**config.mk**
```make
export PLATFORM = sky130hd
export DESIGN_NAME = mshr_refill_responder
export DESIGN_NICKNAME = d
export VERILOG_FILES = /design/src/rtl/mshr_refill_responder.sv
export SDC_FILE = /design/constraint.sdc
export NUM_CORES = 1
export LEC_CHECK = 0
export ABC_AREA = 0
export CORE_AREA = 2 2 261 263
export CTS_CLUSTER_DIAMETER = 80
export DETAILED_ROUTE_END_ITERATION = 16
export DIE_AREA = 0 0 263 265
export PLACE_DENSITY = 0.68
export SLEW_MARGIN = 20
export SYNTH_ARGS = -nofsm -noshare
export SYNTH_HDL_FRONTEND = slang
export SYNTH_SLANG_ARGS = --single-unit
```
**constraint.sdc**
```tcl
create_clock -name i_clock -period 5.15 [get_ports i_clock]
set_input_delay 1.03 -clock i_clock [delete_from_list [all_inputs] [get_ports i_clock]]
set_output_delay 1.03 -clock i_clock [all_outputs]
set_load 0.005 [all_outputs]
```
**src/rtl/mshr_refill_responder.sv**
```systemverilog
// Queues MSHR line-read requests and refills each as 8 in-order 64-bit beats into a 512-bit line.
// Response 11 cycles after accept at best; req_ready falls only when the queue is full; no response backpressure.
module mshr_refill_responder #(
  parameter int DEPTH   = 4,
  parameter int BEATS   = 8,
  parameter int PADDR_W = 40,
  parameter int MSHR_W  = 4
) (
  input  logic                    i_clock,
  input  logic                    i_reset,
  input  logic                    i_req_valid,
  output logic                    o_req_ready,
  input  logic [PADDR_W-1:0]      i_req_paddr,
  input  logic [MSHR_W-1:0]       i_req_mshrid,
  output logic                    o_mem_rd_valid,
  input  logic                    i_mem_rd_ready,
  output logic [PADDR_W-1:0]      o_mem_rd_addr,
  input  logic                    i_mem_rdata_valid,
  input  logic [63:0]             i_mem_rdata,
  output logic                    o_resp_valid,
  output logic [MSHR_W-1:0]       o_resp_mshrid,
  output logic [511:0]            o_resp_data,
  output logic [$clog2(DEPTH):0]  o_queue_cnt
);

  localparam int AW = $clog2(DEPTH);
  localparam int LW = PADDR_W - 6;

  typedef struct packed {
    logic [LW-1:0]     line;
    logic [MSHR_W-1:0] id;
  } qent_t;

  typedef enum logic [1:0] {S_IDLE, S_FETCH, S_RESP} state_t;

  qent_t          r_q [DEPTH];
  logic [AW:0]    r_wr_ptr;
  logic [AW:0]    r_rd_ptr;
  state_t         r_state;
  state_t         w_next;
  logic [LW-1:0]  r_cur_line;
  logic [MSHR_W-1:0] r_cur_id;
  logic [3:0]     r_issue_cnt;
  logic [3:0]     r_recv_cnt;
  logic [511:0]   r_resp_data;
  logic           w_full;
  logic           w_empty;
  logic           w_push;
  logic           w_pop;
  logic           w_issue_fire;
  logic           w_recv_fire;
  logic           w_unused;

  // Line offset bits are meaningless for a whole-line fetch.
  assign w_unused = ^i_req_paddr[5:0];

  assign w_empty     = (r_wr_ptr == r_rd_ptr);
  assign w_full      = (r_wr_ptr[AW] != r_rd_ptr[AW]) && (r_wr_ptr[AW-1:0] == r_rd_ptr[AW-1:0]);
  assign o_req_ready = ~w_full & ~i_reset;
  assign w_push      = i_req_valid & o_req_ready;
  assign o_queue_cnt = r_wr_ptr - r_rd_ptr;

  always_ff @(posedge i_clock) begin
    if (i_reset) begin
      r_wr_ptr <= '0;
      r_rd_ptr <= '0;
    end else begin
      if (w_push) r_wr_ptr <= r_wr_ptr + 1'b1;
      if (w_pop)  r_rd_ptr <= r_rd_ptr + 1'b1;
    end
  end

  always_ff @(posedge i_clock) begin
    if (w_push) r_q[r_wr_ptr[AW-1:0]] <= '{line: i_req_paddr[PADDR_W-1:6], id: i_req_mshrid};
  end

  always_ff @(posedge i_clock) begin
    if (i_reset) r_state <= S_IDLE;
    else         r_state <= w_next;
  end

  // RESP is entered on the cycle the last beat lands, not one cycle later.
  always_comb begin
    w_next = r_state;
    case (r_state)
      S_IDLE:  if (!w_empty) w_next = S_FETCH;
      S_FETCH: if (w_recv_fire && (r_recv_cnt == 4'(BEATS - 1))) w_next = S_RESP;
      S_RESP:  w_next = S_IDLE;
      default: w_next = S_IDLE;
    endcase
  end

  always_comb begin
    o_mem_rd_valid = 1'b0;
    o_mem_rd_addr  = '0;
    o_resp_valid   = 1'b0;
    w_pop          = 1'b0;
    w_issue_fire   = 1'b0;
    w_recv_fire    = 1'b0;
    case (r_state)
      S_IDLE:  w_pop = ~w_empty;
      S_FETCH: begin
        o_mem_rd_valid = (r_issue_cnt < 4'(BEATS));
        if (o_mem_rd_valid) o_mem_rd_addr = {r_cur_line, r_issue_cnt[2:0], 3'b000};
        w_issue_fire   = o_mem_rd_valid & i_mem_rd_ready;
        w_recv_fire    = i_mem_rdata_valid & (r_recv_cnt < r_issue_cnt);
      end
      S_RESP:  o_resp_valid = 1'b1;
      default: ;
    endcase
  end

  always_ff @(posedge i_clock) begin
    if (i_reset) begin
      r_cur_line  <= '0;
      r_cur_id    <= '0;
      r_issue_cnt <= '0;
      r_recv_cnt  <= '0;
      r_resp_data <= '0;
    end else begin
      if (w_pop) begin
        r_cur_line  <= r_q[r_rd_ptr[AW-1:0]].line;
        r_cur_id    <= r_q[r_rd_ptr[AW-1:0]].id;
        r_issue_cnt <= '0;
        r_recv_cnt  <= '0;
        r_resp_data <= '0;
      end
      if (w_issue_fire) r_issue_cnt <= r_issue_cnt + 4'd1;
      if (w_recv_fire) begin
        r_resp_data[{r_recv_cnt[2:0], 6'd0} +: 64] <= i_mem_rdata;
        r_recv_cnt <= r_recv_cnt + 4'd1;
      end
    end
  end

  assign o_resp_mshrid = r_cur_id;
  assign o_resp_data   = r_resp_data;

endmodule

```
==> results of run 1 <==
==> power by group through the flow <==
| stage | logic (W) | clock network (W) | registers (W) |
|---|---|---|---|
| 2_1_floorplan | 0.00156 | 0 | 0.00610 |
| 3_3_place_gp | 0.00237 | 0 | 0.00612 |
| 3_5_place_dp | 0.00237 | 0 | 0.00613 |
| 4_1_cts | 0.00237 | 0.00581 | 0.00601 |
| 5_1_grt | 0.00254 | 0.00603 | 0.00602 |
| 6_report | 0.00237 | 0.00573 | 0.00601 |
==> cell usage in the layout (no fill, tap or decap), types with 3 or more instances in the layout <==
cell type,synthesis,routed
clkdlybuf4s50_1,0,664
dfxtp_1,566,564
a21oi_1,558,558
nand3_1,523,523
nand2_1,440,440
edfxtp_1,152,152
o211ai_1,131,131
clkbuf_16,0,79
and2_1,39,39
mux4_2,38,38
buf_4,63,35
nand3b_1,29,29
clkbuf_1,207,16
clkinv_2,0,16
ha_1,15,15
clkbuf_8,0,14
inv_1,12,12
nor2_1,10,9
buf_12,0,9
xnor2_1,6,6
nor3_1,7,6
bufinv_16,0,5
nor2b_1,4,4
clkinv_16,0,4
o21ai_4,0,3
conb_1,1,3
==> critical path: stages, from the launching register on <==
cell             delay, ns
dfxtp_1               0.47
nand2b_1              0.23
nor2_4                0.70
and2_1                0.29
clkdlybuf4s50_1       0.52
==> kinds of logic after synthesis <==
logic type | share of synthesized area, %
simple gates | 17.8
flops | 57.5
compound gates | 14.5
buf+inv | 6.10
mux | 3.10
fa+ha+maj | 0.751
xor+xnor | 0.253
other cells | 0.0136
==> worst max path at each step <==
stage,start,endpoint,slack [ns],cells past startpoint
final,r_state[0],o_mem_rd_addr[15],1.25,4
after global routing,r_state[0],o_mem_rd_addr[13],1.07,4
after CTS,r_state[0],o_mem_rd_addr[34],1.16,4
after detailed placement,i_mem_rdata_valid,o_resp_data[194],1.35,7
after global placement,i_mem_rdata_valid,o_resp_data[252],1.38,7
after floorplan,i_reset,r_q[3][0],1.99,3
==> stage by stage <==
| stage | hold slack, ns | util [%] | cells |
|---|---|---|---|
| 2_1_floorplan | 0.432 | - | 2920 |
| 3_3_place_gp | 0.437 | 51.5 | 4156 |
| 3_5_place_dp | 0.444 | 51.5 | 4157 |
| 4_1_cts | 0.453 | 55.5 | 4299 |
| 5_1_grt | 0.468 | 55.6 | 4301 |
| 6_report | 0.450 | 55.6 | 4302 |
==> cells in the mapped netlist (4+ instances only) <==
cell / count
inv_1: 12
o211ai_1: 131
buf_2: 38
ha_1: 15
nand3b_1: 29
a21oi_1: 558
clkbuf_2: 4
xnor2_1: 6
buf_6: 7
edfxtp_1: 152
nor2_1: 10
o21ai_1: 5
and2_1: 39
mux4_2: 38
buf_4: 63
buf_1: 27
nor3_1: 7
nand2_1: 440
dfxtp_1: 566
nand3_1: 523
nor2b_1: 4
clkbuf_1: 207
==> layout make-up <==
| type | instances | area (um^2) | share of cell area, % |
|---|---|---|---|
| Antenna cell | 2 | 5.00 | 0.0135 |
| Tap cell | 873 | 1090 | 2.94 |
| Clock buffer | 109 | 2230 | 6.01 |
| Inverter | 12 | 45.0 | 0.121 |
| Timing Repair Buffer | 711 | 7160 | 19.3 |
| Sequential cell | 718 | 15900 | 42.8 |
| Clock inverter | 33 | 443 | 1.19 |
| Multi-Input combinational cell | 1844 | 10200 | 27.6 |
==> registers in the layout (all words and copies together) (netlist names) <==
signal and flops:
o_resp_data 512, o_resp_mshrid 4, r_cur_line 34, r_issue_cnt 4, r_q 152, r_rd_ptr 3, r_recv_cnt 4, r_state 2
r_wr_ptr 3
==> metal layers <==
metal / track usage [%] / vias up / share of wire (%)
met4: 12.8 / 2 / 4.7
met1: 35.6 / 11830 / 39
met5: 0 / - / 0.013
met2: 43.7 / 1107 / 47
met3: 6.60 / 218 / 8.9
li1: - / 11146 / -
==> run summary, run 1 <==
outcome: completed
die width: 263 um
Sw Share: 29.6%
Final WS setup: 1.25 ns
Psw: 0.00418 W
Worst-Skew Late Latency: 0.64 ns
Hold EP: r_cur_line[1]
synthesis warning total: 0
setup violators final: 0
DR iter-0 viols: 2682
FF-to-FF Start: r_recv_cnt[0]
Netlist Area Pre-Place: 0.0277 mm^2
Int Power: 0.00993 W
first-pass GRT wire length: 148000 um
Crit Path Category: reg2out
post-synthesis sequential area ratio: 57.5%
Starting Density: 41.4%
wire length per cell: 23.4 um
Crit path arrival time: 2.87 ns
antenna violations before repair: 3
Final Power: 0.0141 W
final wirelength: 101000 um
HPWL Detailed: 62400 um
vias in the first global route: 22295
dominant cells by area after synthesis: dfxtp_1 41%, edfxtp_1 17%, a21oi_1 10%
Via Count: 24303
CTS tree: done
Overflow after GRT: 0
final hold violation count: 0
Max Freq: 256 MHz
fill count: 5871
Combinational Power Share: 16.8%
Critical Path RT: 4.12 ns
Clock Path Buffers: 3
total iterations of the first detailed-routing run: 6
worst vdd ir: 347 uV
clk sinks: 718
reg2reg path depth: 10
post-CTS setup buffer count: 0
crit start category: register
critical path endpoint category: primary output
H-tree depth: 3
Layout area overhead: 34.2%
Pleak: 11.6 nW
P per Cell Area: 380 mW/mm^2
share of power burned in the clock network: 40.6%
Least-Margin Pin Slew: 1.05 ns
post-CTS sizing: 0
pin count of the biggest net entering global routing: 194
Total GRT Usage: 27.6%
Hold Crit Class: reg2reg
Post-synth ARST share: 0%
post-synth cell types: 51
Reg clk slew, reported paths: 0.06 ns
clock buffers created by TritonCTS: 77
Vias per Instance: 5.65
ANT nets after route: 0
Yosys top cell area share: 41.0%
num ports: 675
pre-CTS setup slack: 1.35 ns
min Tclk post-route: 3.90 ns
reg-to-reg setup timing slack: 1.78 ns
Hold Path Depth: 2
Post-Layout Inst Area: 0.0371 mm^2
final setup TNS: 0 ns
Synth area leader: dfxtp_1
Final Cycle Share: 75.8%
share of cells above drive strength 1: 6.86%
dpl cell area: 0.0344 mm^2
ys flop type: dfxtp_1
Core ar.: 0.0668 mm^2
DIE HEIGHT: 265 um
I/O Buffers: 665
Post-synth EDFFs: 152
Syn Area/Cell: 9.48 um^2
RSZ-0062 raised after global routing: no
RePlAce Congestion: 0.856
FP Rows: 95
Nets: 3493
CP max FO: 39
CTS Hold Bufs: 0
skew final: 0.0532 ns
Max-Cap Viols: 0
Worst Hold Launch: r_cur_line[1]
synthesis-stage register bit count: 718
Syn Inst Count: 2918
Slew Limit Fails: 0
relative slew slack: 30.2%
Seq pwr share: 42.6%
Reg2Reg Capture Point: o_resp_data[49]
DRC viols: 0
Root Buffer: clkbuf_16
DIE AREA: 0.0697 mm^2
(Power assumes the default switching activity.)
==> run 2, diff against run 1 <==
--- a/config.mk
+++ b/config.mk
@@ -6,10 +6,10 @@
 export NUM_CORES = 1
 export LEC_CHECK = 0
 export ABC_AREA = 0
-export CORE_AREA = 2 2 261 263
+export CORE_AREA = 2 2 260 262
 export CTS_CLUSTER_DIAMETER = 80
 export DETAILED_ROUTE_END_ITERATION = 16
-export DIE_AREA = 0 0 263 265
+export DIE_AREA = 0 0 262 264
 export PLACE_DENSITY = 0.68
 export SLEW_MARGIN = 20
 export SYNTH_ARGS = -nofsm -noshare
==> constraint.sdc (replaced) <==
create_clock -name i_clock -period 3.75 [get_ports i_clock]
set_input_delay 0.75 -clock i_clock [delete_from_list [all_inputs] [get_ports i_clock]]
set_output_delay 0.75 -clock i_clock [all_outputs]
set_load 0.005 [all_outputs]
==> run summary, run 2 (synthesis results as in run 1) <==
outcome: completed (unchanged)
final wirelength: 101000 um (about the same)
worst hold slack: 0.448 ns (was 0.450 ns)
metal1 wirelength: 40300 um (was 39500 um)
H-tree depth: 3 (unchanged)
crit start category: register (unchanged)
pre-CTS setup slack: 0.400 ns (was 1.35 ns)
max FFs per register: 512 (unchanged)
Worst-Skew Late Latency: 0.62 ns (was 0.64 ns)
Least-Margin Pin Slew: 1.19 ns (was 1.05 ns)
Via Count: 24425 (was 24303)
CP max FO: 43 (was 39)
DIE HEIGHT: 264 um (was 265 um)
pin count of the biggest net entering global routing: 228 (was 194)
DR top layer: met5 (unchanged)
reg2reg path depth: 9 (was 10)
commonest non-fill, non-tap cell in the layout: clkdlybuf4s50_1 (unchanged)
Clock Path Buffers: 3 (unchanged)
Layout area overhead: 34.8% (was 34.2%)
crit-path cells: inv_1 -> ha_1 -> ha_1 -> nand2_1 -> nor4_1 -> o21ai_4 -> buf_12 -> nand3_1 -> a21oi_1 (was nand2b_1 -> nor2_4 -> and2_1 -> clkdlybuf4s50_1)
RePlAce Congestion: 0.845 (was 0.856)
DRC viols: 0 (unchanged)
slowest stage delay, CP: 0.60 ns (was 0.70 ns)
Final Cycle Share: 90.4%
Max Freq: 295 MHz
beginning of the critical path: r_recv_cnt[0] (was r_state[0])
Overflow after GRT: 0 (unchanged)
skew final: 0.0253 ns (was 0.0532 ns)
post-CTS setup buffer count: 0 (unchanged)
Vias per Instance: 5.66 (was 5.65)
fill count: 5831 (was 5871)
Reg clk slew, reported paths: 0.06 ns (about the same)
total iterations of the first detailed-routing run: 5 (was 6)
Reg2Reg Capture Point: o_resp_data[241] (was o_resp_data[49])
DR WL met2: 46900 um (was 47500 um)
num ports: 675 (unchanged)
FP Rows: 95 (unchanged)
Total GRT Usage: 27.7% (was 27.6%)
CTS Hold Bufs: 0 (unchanged)
wire length per cell: 23.4 um (about the same)
Hold Crit Class: reg2reg (unchanged)
Max-Cap Viols: 0 (unchanged)
clk sinks: 718 (unchanged)
FF-to-FF Start: r_recv_cnt[0] (unchanged)
Pleak: 11.7 nW (was 11.6 nW)
HPWL Detailed: 62800 um (was 62400 um)
setup violators final: 0 (unchanged)
relative slew slack: 20.6% (was 30.2%)
first-pass GRT wire length: 146000 um (was 148000 um)
P per Cell Area: 520 mW/mm^2 (was 380 mW/mm^2)
most frequent cells in the layout: 664 x clkdlybuf4s50_1, 564 x dfxtp_1, 558 x a21oi_1, 523 x nand3_1, 440 x nand2_1 (unchanged)
I/O Buffers: 665 (unchanged)
worst vdd ir: 400 uV (was 347 uV)
CTS tree: done (unchanged)
vias in the first global route: 21988 (was 22295)
Critical Path RT: 4.20 ns (was 4.12 ns)
final setup TNS: 0 ns (unchanged)
share of cells above drive strength 1: 7.18% (was 6.86%)
min Tclk post-route: 3.39 ns
DR iter-0 viols: 2547 (was 2682)
dpl cell area: 0.0347 mm^2 (was 0.0344 mm^2)
Root Buffer: clkbuf_16 (unchanged)
Final WS setup: 0.360 ns (was 1.25 ns)
reg-to-reg setup timing slack: 0.36 ns (was 1.78 ns)
Storage cell area: 0.0159 mm^2 (unchanged)
Nets: 3510 (was 3493)
post-CTS sizing: 0 (unchanged)
final hold violation count: 0 (unchanged)
crit path to: o_resp_data[241] (was o_mem_rd_addr[15])
Starting Density: 41.5% (was 41.4%)
Crit Path Category: reg2reg (was reg2out)
Slew Limit Fails: 0 (unchanged)
crit-path most repeated cell: ha_1
die width: 262 um (was 263 um)
Final Power: 0.0194 W (was 0.0141 W)
multi-input logic area: 0.0102 mm^2 (about the same)
RSZ-0062 raised after global routing: no (unchanged)
clock buffers created by TritonCTS: 78 (was 77)
critical path endpoint category: register (was primary output)
Crit path arrival time: 3.84 ns (was 2.87 ns)
Core ar.: 0.0666 mm^2 (was 0.0668 mm^2)
DIE AREA: 0.0692 mm^2 (was 0.0697 mm^2)
antenna violations before repair: 6 (was 3)
Max stage delay cell, worst path: ha_1 (was nor2_4)
met3 WL: 9430 um (was 8920 um)
Post-Layout Inst Area: 0.0373 mm^2 (was 0.0371 mm^2)
ANT nets after route: 0 (unchanged)
-- run 2: cell count changes in the layout (fill, tap and decap cells not counted), sizes merged --
cell	change
clkbuf	-5
inv	+1
clkinv	+3
buf	+16
bufinv	-1
-- run 2: final cells by class --
cell class / count / area share (%)
Multi-Input combinational cell: 1844 / 27.5
Clock buffer: 104 / 5.82
Sequential cell: 718 / 42.7
Tap cell: 873 / 2.93
Inverter: 12 / 0.121
Antenna cell: 2 / 0.0134
Timing Repair Buffer: 727 / 19.9
Clock inverter: 36 / 1.10
-- run 2: power by group --
part / internal [W] / switching (W)
registers: 0.00813 / 0.000118
clock network: 0.00441 / 0.00328
logic: 0.00105 / 0.00239
total: 0.0136 / 0.00579
-- run 2: worst min-delay path by stage --
stage | start | endpoint | slack, ns | cells after the start
floorplan | r_cur_line[0] | r_cur_line[0] | 0.43 | 2
global placement | r_cur_line[29] | r_cur_line[29] | 0.44 | 2
detailed placement | r_cur_line[23] | r_cur_line[23] | 0.44 | 2
CTS | i_reset | o_resp_data[322] | 0.43 | 2
global route | i_reset | o_resp_data[322] | 0.45 | 2
finish | r_cur_line[26] | r_cur_line[26] | 0.45 | 2
-- run 2: critical path, delay by kind of cell, from the launching register on --
kind                     cells  cell delay [ns]
AND/OR/NAND/NOR              3             0.85
adder cells (fa/ha/maj)      2             0.84
flip-flops                   1             0.56
buffers and inverters        2             0.46
AO/OA/AOI/OAI                2             0.44
-- run 2: per-layer routing --
| metal | up-vias | global-route usage, % |
|---|---|---|
| met5 | - | 0 |
| met4 | 8 | 12.1 |
| met3 | 211 | 6.87 |
| met2 | 1142 | 43.1 |
| met1 | 11882 | 36.4 |
| li1 | 11182 | - |
-- run 2: stage by stage --
step,std cells,util [%]
after global placement,4174,52.1
after CTS,4314,56.0
final,4316,56.0
after global routing,4314,56.0
after floorplan,2920,-
after detailed placement,4174,52.1
==> run 3, diff against run 2 <==
--- a/config.mk
+++ b/config.mk
@@ -6,6 +6,7 @@
 export NUM_CORES = 1
 export LEC_CHECK = 0
 export ABC_AREA = 0
+export CAP_MARGIN = 20
 export CORE_AREA = 2 2 260 262
 export CTS_CLUSTER_DIAMETER = 80
 export DETAILED_ROUTE_END_ITERATION = 16
==> constraint.sdc (replaced) <==
create_clock -name i_clock -period 3.15 [get_ports i_clock]
set_input_delay 0.63 -clock i_clock [delete_from_list [all_inputs] [get_ports i_clock]]
set_output_delay 0.63 -clock i_clock [all_outputs]
set_load 0.005 [all_outputs]
==> run summary, run 3 (synthesis results as in run 1) <==
Final Cycle Share: 98.0%
final setup TNS: 0 ns (unchanged)
num ports: 675 (unchanged)
Worst-Skew Late Latency: 0.63 ns (was 0.62 ns)
Final Power: 0.0231 W (was 0.0194 W)
post-CTS setup buffer count: 0 (unchanged)
outcome: completed (unchanged)
critical path endpoint category: primary output (was register)
DR iter-0 viols: 2304 (was 2547)
final wirelength: 100000 um (was 101000 um)
worst vdd ir: 702 uV (was 400 uV)
Max-Cap Viols: 0 (unchanged)
Pleak: 11.7 nW (about the same)
ANT nets after route: 0 (unchanged)
Clock Path Buffers: 3 (unchanged)
slowest stage delay, CP: 0.52 ns (was 0.60 ns)
CP delay by family, top: buffers and inverters (was simple AND/OR/NAND/NOR gates)
Max stage delay cell, worst path: clkdlybuf4s50_1 (was ha_1)
HPWL Detailed: 62800 um (about the same)
P per Cell Area: 619 mW/mm^2 (was 520 mW/mm^2)
share of cells above drive strength 1: 7.21% (was 7.18%)
Via Count: 24531 (was 24425)
CP Buf/Inv Count: 3 (was 2)
Least-Margin Pin Slew: 1.03 ns (was 1.19 ns)
min Tclk post-route: 3.09 ns
skew final: 0.0440 ns (was 0.0253 ns)
Critical Path RT: 2.52 ns (was 4.20 ns)
RePlAce Congestion: 0.828 (was 0.845)
setup violators final: 0 (unchanged)
Core ar.: 0.0666 mm^2 (unchanged)
DIE AREA: 0.0692 mm^2 (unchanged)
clock buffers created by TritonCTS: 77 (was 78)
Starting Density: 41.5% (unchanged)
Total GRT Usage: 27.6% (was 27.7%)
RSZ-0062 raised after global routing: no (unchanged)
pin count of the biggest net entering global routing: 205 (was 228)
first-pass GRT wire length: 146000 um (about the same)
Reg clk slew, reported paths: 0.06 ns (about the same)
crit-path most repeated cell: inv_1 (was ha_1)
FP Rows: 95 (unchanged)
CTS tree: done (unchanged)
clk sinks: 718 (unchanged)
Crit Path Category: reg2out (was reg2reg)
Layout area overhead: 35.2% (was 34.8%)
DRC viols: 0 (unchanged)
vias in the first global route: 22344 (was 21988)
DIE HEIGHT: 264 um (unchanged)
crit-path cells: inv_1 -> ha_1 -> fa_1 -> inv_1 -> clkdlybuf4s50_1 (was inv_1 -> ha_1 -> ha_1 -> nand2_1 -> nor4_1 -> o21ai_4 -> buf_12 -> nand3_1 -> a21oi_1)
post-CTS sizing: 1 (was 0)
Combinational Power Share: 17.9% (was 17.7%)
CTS Hold Bufs: 0 (unchanged)
Vias per Instance: 5.68 (was 5.66)
crit start category: register (unchanged)
I/O Buffers: 665 (unchanged)
Overflow after GRT: 0 (unchanged)
antenna violations before repair: 5 (was 6)
CP max FO: 4 (was 43)
share of power burned in the clock network: 39.6% (was 39.7%)
relative slew slack: 31.6% (was 20.6%)
Sw Share: 29.6% (was 29.9%)
Max Freq: 324 MHz
max FFs per register: 512 (unchanged)
wire length per cell: 23.3 um (was 23.4 um)
H-tree depth: 3 (unchanged)
Root Buffer: clkbuf_16 (unchanged)
Slew Limit Fails: 0 (unchanged)
Nets: 3516 (was 3510)
Seq pwr share: 42.5% (was 42.6%)
die width: 262 um (unchanged)
Int Power: 0.0163 W (was 0.0136 W)
Crit path arrival time: 2.46 ns (was 3.84 ns)
final hold violation count: 0 (unchanged)
commonest non-fill, non-tap cell in the layout: clkdlybuf4s50_1 (unchanged)
total iterations of the first detailed-routing run: 6 (was 5)
Hold Crit Class: in2reg (was reg2reg)
Psw: 0.00684 W (was 0.00579 W)
most frequent cells in the layout: 663 x clkdlybuf4s50_1, 563 x dfxtp_1, 558 x a21oi_1, 523 x nand3_1, 440 x nand2_1 (was 664 x clkdlybuf4s50_1, 564 x dfxtp_1, 558 x a21oi_1, 523 x nand3_1, 440 x nand2_1)
## run 3: cell count changes in the layout (fill, tap and decap cells not counted), sizes merged
cell           change
dlygate4sd2        +1
clkbuf             +3
bufinv             +2
clkinvlp           -1
clkdlybuf4s50      -1
buf                +7
clkinv            -10
## run 3: worst paths after layout
path | start | slack (ns) | cells past startpoint | end
worst max register to register | r_recv_cnt[1] | 0.23 | 8 | o_resp_data[468]
worst min-delay path | i_reset | 0.33 | 2 | o_resp_data[193]
worst min register to register | r_cur_line[17] | 0.45 | 2 | r_cur_line[17]
worst max-delay path | r_wr_ptr[0] | 0.06 | 5 | o_queue_cnt[1]
## run 3: power by group through the flow
stage	registers [W]	logic [W]	clock network, W
global placement	0.0100	0.00410	0
global route	0.00985	0.00442	0.00969
floorplan	0.00998	0.00255	0
detailed placement	0.0100	0.00409	0
finish	0.00983	0.00414	0.00916
CTS	0.00982	0.00411	0.00932
## run 3: cell type report
| class | count | area, um^2 |
|---|---|---|
| antenna | 2 | 5.00 |
| clock buffer | 107 | 2150 |
| clock inverter | 27 | 403 |
| fill | 5803 | 29200 |
| inverter | 12 | 45.0 |
| multi-input combinational | 1844 | 10300 |
| sequential | 718 | 15900 |
| tap | 873 | 1090 |
| timing repair buffer | 734 | 7540 |
## run 3: routing by layer
| metal | GRT usage (%) | routed length (um) |
|---|---|---|
| met2 | 43.2 | 46700 |
| met1 | 35.4 | 39500 |
| met4 | 14.2 | 5090 |
| met5 | 0 | 42 |
| met3 | 6.88 | 9060 |
## run 3: stage by stage
step	setup WS (ns)	area, um^2	hold WS (ns)	utilization, %	cells
final	0.0634	37400	0.334	56.2	4317
after global routing	0.00148	37400	0.341	56.2	4316
after CTS	0.0155	37400	0.303	56.2	4315
after detailed placement	0.350	34800	0.442	52.3	4181
after global placement	0.408	34800	0.438	52.3	4181
after floorplan	0.0567	27700	0.432	-	2920
